## src/rtl/alu_pkg.sv

```systemverilog
// Shared opcode encoding and response layout for the ALU command engine.
package alu_pkg;

  localparam int unsigned OP_W  = 3;
  localparam int unsigned RSP_W = 8;

  typedef enum logic [OP_W-1:0] {
    ADD  = 3'b000,
    SUB  = 3'b001,
    AND_ = 3'b010,
    OR_  = 3'b011,
    XOR_ = 3'b100
  } alu_op_e;

  // Response template at the default width; wider engines build the same layout locally.
  typedef struct packed {
    logic [RSP_W-1:0] y;
    logic             z;
    logic             c;
    logic             v;
    logic             err;
  } alu_rsp_t;

  function automatic logic op_legal(input logic [OP_W-1:0] op);
    return op <= XOR_;
  endfunction

endpackage

```

## src/rtl/alu_flag_core.sv

```systemverilog
// Combinational ALU with result flags; sits between the command and response stages.
module alu_flag_core
  import alu_pkg::*;
#(
  parameter int unsigned N = 8
) (
  input  logic [N-1:0]    a_i,
  input  logic [N-1:0]    b_i,
  input  logic [OP_W-1:0] op_i,
  output logic [N-1:0]    y_o,
  output logic            z_o,
  output logic            c_o,
  output logic            v_o,
  output logic            err_o
);

  logic [N:0] sum;
  logic [N:0] dif;

  assign sum = {1'b0, a_i} + {1'b0, b_i};
  // A + ~B + 1: bit N is the no-borrow carry, so borrow is its inverse.
  assign dif = {1'b0, a_i} + {1'b0, ~b_i} + {{N{1'b0}}, 1'b1};

  always_comb begin
    y_o   = '0;
    c_o   = 1'b0;
    v_o   = 1'b0;
    err_o = !op_legal(op_i);
    case (op_i)
      ADD: begin
        y_o = sum[N-1:0];
        c_o = sum[N];
        v_o = (a_i[N-1] == b_i[N-1]) && (sum[N-1] != a_i[N-1]);
      end
      SUB: begin
        y_o = dif[N-1:0];
        c_o = ~dif[N];
        v_o = (a_i[N-1] != b_i[N-1]) && (dif[N-1] != a_i[N-1]);
      end
      AND_:    y_o = a_i & b_i;
      OR_:     y_o = a_i | b_i;
      XOR_:    y_o = a_i ^ b_i;
      default: y_o = '0;
    endcase
    z_o = (y_o == '0);
  end

endmodule

```

## src/rtl/alu_cmd_engine.sv

```systemverilog
// Two-stage valid/ready ALU command engine with saturating hand-off counters.
module alu_cmd_engine
  import alu_pkg::*;
#(
  parameter int unsigned N     = 8,
  parameter int unsigned CNT_W = 16
) (
  input  logic             clk,
  input  logic             rst_n,
  input  logic             in_valid,
  output logic             in_ready,
  input  logic [N-1:0]     A,
  input  logic [N-1:0]     B,
  input  logic [OP_W-1:0]  ALU_SEL,
  output logic             out_valid,
  input  logic             out_ready,
  output logic [N-1:0]     Y,
  output logic             Z,
  output logic             C,
  output logic             V,
  output logic             ERR,
  input  logic             clr_cnt,
  output logic [CNT_W-1:0] done_cnt,
  output logic [CNT_W-1:0] err_cnt
);

  typedef struct packed {
    logic [N-1:0] y;
    logic         z;
    logic         c;
    logic         v;
    logic         err;
  } rsp_t;

  logic             run_q;
  logic             s1_v_q, s1_v_d;
  logic [N-1:0]     s1_a_q, s1_b_q;
  logic [OP_W-1:0]  s1_op_q;
  logic             s2_v_q, s2_v_d;
  rsp_t             s2_q, s2_d;
  logic [CNT_W-1:0] done_q, done_d, err_q, err_d;

  logic [N-1:0]     core_y;
  logic             core_z, core_c, core_v, core_err;
  logic             s1_adv, s2_adv, in_fire, out_fire;

  assign s2_adv   = !s2_v_q || out_ready;
  assign s1_adv   = !s1_v_q || s2_adv;
  // run_q keeps in_ready low during reset without a combinational path from rst_n.
  assign in_ready = run_q && s1_adv;
  assign in_fire  = in_valid && in_ready;
  assign out_fire = s2_v_q && out_ready;

  alu_flag_core #(
    .N (N)
  ) u_core (
    .a_i   (s1_a_q),
    .b_i   (s1_b_q),
    .op_i  (s1_op_q),
    .y_o   (core_y),
    .z_o   (core_z),
    .c_o   (core_c),
    .v_o   (core_v),
    .err_o (core_err)
  );

  always_comb begin
    s1_v_d = s1_v_q;
    s2_v_d = s2_v_q;
    s2_d   = s2_q;
    done_d = done_q;
    err_d  = err_q;
    if (s1_adv) begin
      s1_v_d = in_fire;
    end
    if (s2_adv) begin
      s2_v_d = s1_v_q;
      if (s1_v_q) begin
        s2_d = '{y: core_y, z: core_z, c: core_c, v: core_v, err: core_err};
      end
    end
    if (clr_cnt) begin
      done_d = '0;
      err_d  = '0;
    end else if (out_fire) begin
      if (done_q != '1) done_d = done_q + CNT_W'(1);
      if (s2_q.err && (err_q != '1)) err_d = err_q + CNT_W'(1);
    end
  end

  always_ff @(posedge clk or negedge rst_n) begin
    if (!rst_n) begin
      run_q   <= 1'b0;
      s1_v_q  <= 1'b0;
      s1_a_q  <= '0;
      s1_b_q  <= '0;
      s1_op_q <= '0;
      s2_v_q  <= 1'b0;
      s2_q    <= '0;
      done_q  <= '0;
      err_q   <= '0;
    end else begin
      run_q  <= 1'b1;
      s1_v_q <= s1_v_d;
      if (in_fire) begin
        s1_a_q  <= A;
        s1_b_q  <= B;
        s1_op_q <= ALU_SEL;
      end
      s2_v_q <= s2_v_d;
      s2_q   <= s2_d;
      done_q <= done_d;
      err_q  <= err_d;
    end
  end

  assign out_valid = s2_v_q;
  assign Y         = s2_q.y;
  assign Z         = s2_q.z;
  assign C         = s2_q.c;
  assign V         = s2_q.v;
  assign ERR       = s2_q.err;
  assign done_cnt  = done_q;
  assign err_cnt   = err_q;

endmodule

```

## config.mk

```make
export PLATFORM = sky130hd
export DESIGN_NAME = alu_cmd_engine
export DESIGN_NICKNAME = d
export VERILOG_FILES = /design/src/rtl/alu_pkg.sv /design/src/rtl/alu_flag_core.sv /design/src/rtl/alu_cmd_engine.sv
export SDC_FILE = /design/constraint.sdc
export NUM_CORES = 1
export LEC_CHECK = 0
export CORE_UTILIZATION = 25
export DETAILED_ROUTE_END_ITERATION = 8
export PLACE_DENSITY_LB_ADDON = 0.15
export SLEW_MARGIN = 25
export SYNTH_ARGS = -nofsm -noshare
export SYNTH_HDL_FRONTEND = slang
export SYNTH_SLANG_ARGS = --single-unit
```

## constraint.sdc

```tcl
create_clock -name clk -period 3 [get_ports clk]
set_input_delay 0.6 -clock clk [delete_from_list [all_inputs] [get_ports clk]]
set_output_delay 0.6 -clock clk [all_outputs]
set_load 0.05 [all_outputs]
```

==> summary.md <==
| Metric | Value |
|---|---|
| Status | `finished, final reports clean` |
| Net Sw Power | `0.00133 W` |
| Power share of the sequential group | `0.325` |
| Worst setup SP type | `flop` |
| Final period utilization | `0.905` |
| Class of the worst hold path | `in -> async` |
| CP Data Arrival Time | `2.95 ns` |
| Reg-to-Reg End | `Z$_DFFE_PN0P_` |
| Final Setup Violations | `0` |
| Syn nets | `489` |
| Num Clock Sinks | `66` |
| Area occupied by multi-input gates | `2360 um^2` |
| Routed Antenna Nets | `0` |
| Vias in the first global route | `3643` |
| Final GP Congestion | `0.895` |
| Hold_buf cts | `0` |
| Peak supply drop | `0.000287 V` |
| Placed cell areas | `5180 um^2` |
| # IOs | `70` |
| Fillers | `1703` |
| Register clock-pin slew on the reported worst setup and hold paths | `0.06 ns` |
| Syn Area/Cell | `9.65 um^2` |
| Max cap viols | `0` |
| Clock share of power | `0.286` |
| Crit path from | `s1_a_q[5]$_DFFE_PN0P_` |
| Ys async rst share | `1.00` |
| Ant. Diodes | `0` |
| Setup crit end | `Z$_DFFE_PN0P_` |
| Finished Cell Area | `5450 um^2` |
| Post_cts resized | `0` |
| Pwr per Cell Area | `628 nW/um^2` |
| Post-DP HPWL | `8.08 mm` |
| Synth Cell Area | `4220 um^2` |
| Largest area contributor in the netlist | `dfrtp_1` |
| CP max FO | `12` |
| Max-slew violations | `0` |
| Insertion delay to the later sink of the worst-skew pair | `0.35 ns` |
| Combinational fraction of design power | `0.390` |
| GR Util All Layers | `0.138` |
| Cell variety after synth | `64` |
| Fmax | `368 MHz` |
| Layout cells sized above 1 | `0.121` |
| Post-CTS Setup Bufs | `0` |
| Die Area | `17400 um^2` |
| Crit path time final | `2.72 ns` |
| Post-synth EDFFs | `0` |
| DR iter-0 viols | `132` |
| RR Startpoint | `s1_a_q[5]$_DFFE_PN0P_` |
| First-pass GRT wire length | `18.9 mm` |
| Vias per inst | `4.69` |
| Largest cells by area after synthesis | `dfrtp_1 (39%), ha_1 (7.7%), mux2_2 (5.9%)` |
| WP data required | `3.23 ns` |
| DR WL/cell | `15.2 um` |
| H-tree depth | `3` |
| Pleak | `2.34 nW` |
| Die height | `132 um` |
| Initial Util | `0.255` |
| Critical path class | `reg -> reg` |
| Root Buffer | `clkbuf_16` |
| Most frequent cells after synthesis | `dfrtp_1 (66), nor2_1 (51), nand2_1 (29)` |
| Sequential cell area | `1650 um^2` |
| IO buf count | `69` |
| Seq/Total Area, Yosys | `0.392` |
| Post-route setup TNS | `0 ns` |
| Commonest register cell after synthesis | `dfrtp_1` |
| Largest net degree at the start of global routing | `43` |
| Hold Vio Cnt, Final | `0` |
| Wirelength, routed | `11.1 mm` |
| Area Growth Syn to Fin | `29.2%` |
| Reg2Reg Depth | `8` |
| Switch share | `0.389` |
| Synth Register Bits | `66` |
| # nets final | `558` |
| Initial antenna violation count | `0` |
| Most frequent cell after synthesis | `dfrtp_1` |
| CTS max path bufs | `2` |
| Setup crit end kind | `flop` |
| Die width | `132 um` |
| CTS tree | `yes` |
| Internal power | `0.00209 W` |
| Total congestion overflow | `0` |
| R2R setup slack | `0.28 ns` |
| Vias post-DR | `3430` |
| # DRC | `0` |
| Worst-margin pin slew | `0.746 ns` |
| Total CTS buffers | `9` |
| Yosys warns | `0` |
| RSZ-0062 raised after global routing | `false` |
| Pre-antenna DRT Iters | `4` |
| Row cnt | `47` |
| Max-slew headroom | `0.502` |
| Yosys top cell area share | `0.392` |
| Clk_skew | `0.00864 ns` |
| Syn Inst Count | `437` |
| Core Region | `16500 um^2` |
[power by group through the flow]
stage                     logic [W]  clock network [W]  registers [W]
after global routing        0.00145            0.00105        0.00113
after global placement      0.00134                  0        0.00113
after detailed placement    0.00134                  0        0.00113
after floorplan            0.000741                  0        0.00131
after CTS                   0.00135            0.00102        0.00112
final                       0.00133           0.000977        0.00111
[sequential cells by signal, indices dropped and copies added, names as in the netlist]
register,flops
Y,8
s1_v_q,1
ERR,1
V,1
s1_a_q,8
C,1
done_cnt,16
s1_b_q,8
err_cnt,16
run_q,1
Z,1
out_valid,1
s1_op_q,3
[layout by cell type (no fill, tap or decap), types with 4 or more instances in the layout]
cell,Yosys,final
a21oi_1,12,12
buf_4,5,11
o211ai_1,7,7
clkbuf_16,0,9
o2111ai_1,5,5
xnor2_1,4,4
o21ai_0,9,9
and3_1,6,6
nand2b_1,6,6
ha_1,26,26
inv_1,23,23
and2_1,6,6
mux2_2,22,22
o21bai_1,4,4
clkdlybuf4s50_1,0,67
a211oi_1,6,6
nor3_1,7,7
dfrtp_1,66,66
or4_1,4,4
xor2_1,28,28
o21ai_1,6,6
nand2_1,29,29
nand4_1,11,11
mux2i_1,8,8
nor2b_1,8,8
nor2_1,51,51
nand3_1,4,4
[worst max-delay path, cell delays in order (launching register included)]
cell and delay (ns):
dfrtp_1 0.39, inv_1 0.06, ha_1 0.53, inv_2 0.11
a221o_1 0.41, a221oi_2 0.40, mux2i_1 0.25, a22oi_2 0.11
o41ai_1 0.35
[cells by family after synthesis]
family | synth area share
other cells | 0.000889
xor+xnor | 0.0665
simple gates | 0.164
buf+inv | 0.0490
compound gates | 0.161
fa+ha+maj | 0.0866
mux | 0.0804
flops | 0.392
[routing by layer]
layer,part of all wire,wire [um],up-vias,global-route usage
li1,-,-,1684,-
met1,0.46,5070,1648,0.170
met2,0.46,5180,86,0.222
met3,0.063,701,12,0.0504
met4,0.017,191,0,0.0439
met5,0,0,-,0
[how the worst min path moves through the flow]
stage,startpoint,end,slack [ns]
floorplan,rst_n,C$_DFFE_PN0P_,0.30
global placement,Z$_DFFE_PN0P_,Z$_DFFE_PN0P_,0.50
detailed placement,Y[3]$_DFFE_PN0P_,Y[3]$_DFFE_PN0P_,0.50
CTS,rst_n,s1_b_q[2]$_DFFE_PN0P_,0.30
global route,rst_n,s1_b_q[2]$_DFFE_PN0P_,0.34
finish,rst_n,s1_b_q[2]$_DFFE_PN0P_,0.28
[final cells by class]
| type | count | share of cell area |
|---|---|---|
| Multi-Input combinational cell | 323 | 0.433 |
| Sequential cell | 66 | 0.303 |
| Timing Repair Buffer | 81 | 0.146 |
| Tap cell | 220 | 0.0505 |
| Clock buffer | 10 | 0.0420 |
| Inverter | 25 | 0.0172 |
| Clock inverter | 6 | 0.00781 |
[through the flow]
stage	util	hold slack, ns	instances	setup WS [ns]	power (W)
2_1_floorplan	-	0.304	437	0.694	0.00205
3_3_place_gp	0.313	0.495	715	0.354	0.00247
3_5_place_dp	0.313	0.496	715	0.290	0.00247
4_1_cts	0.330	0.302	731	0.270	0.00348
5_1_grt	0.330	0.344	731	0.0465	0.00364
6_report	0.330	0.276	731	0.284	0.00342
Note: power is estimated with default switching activity, not from simulation.
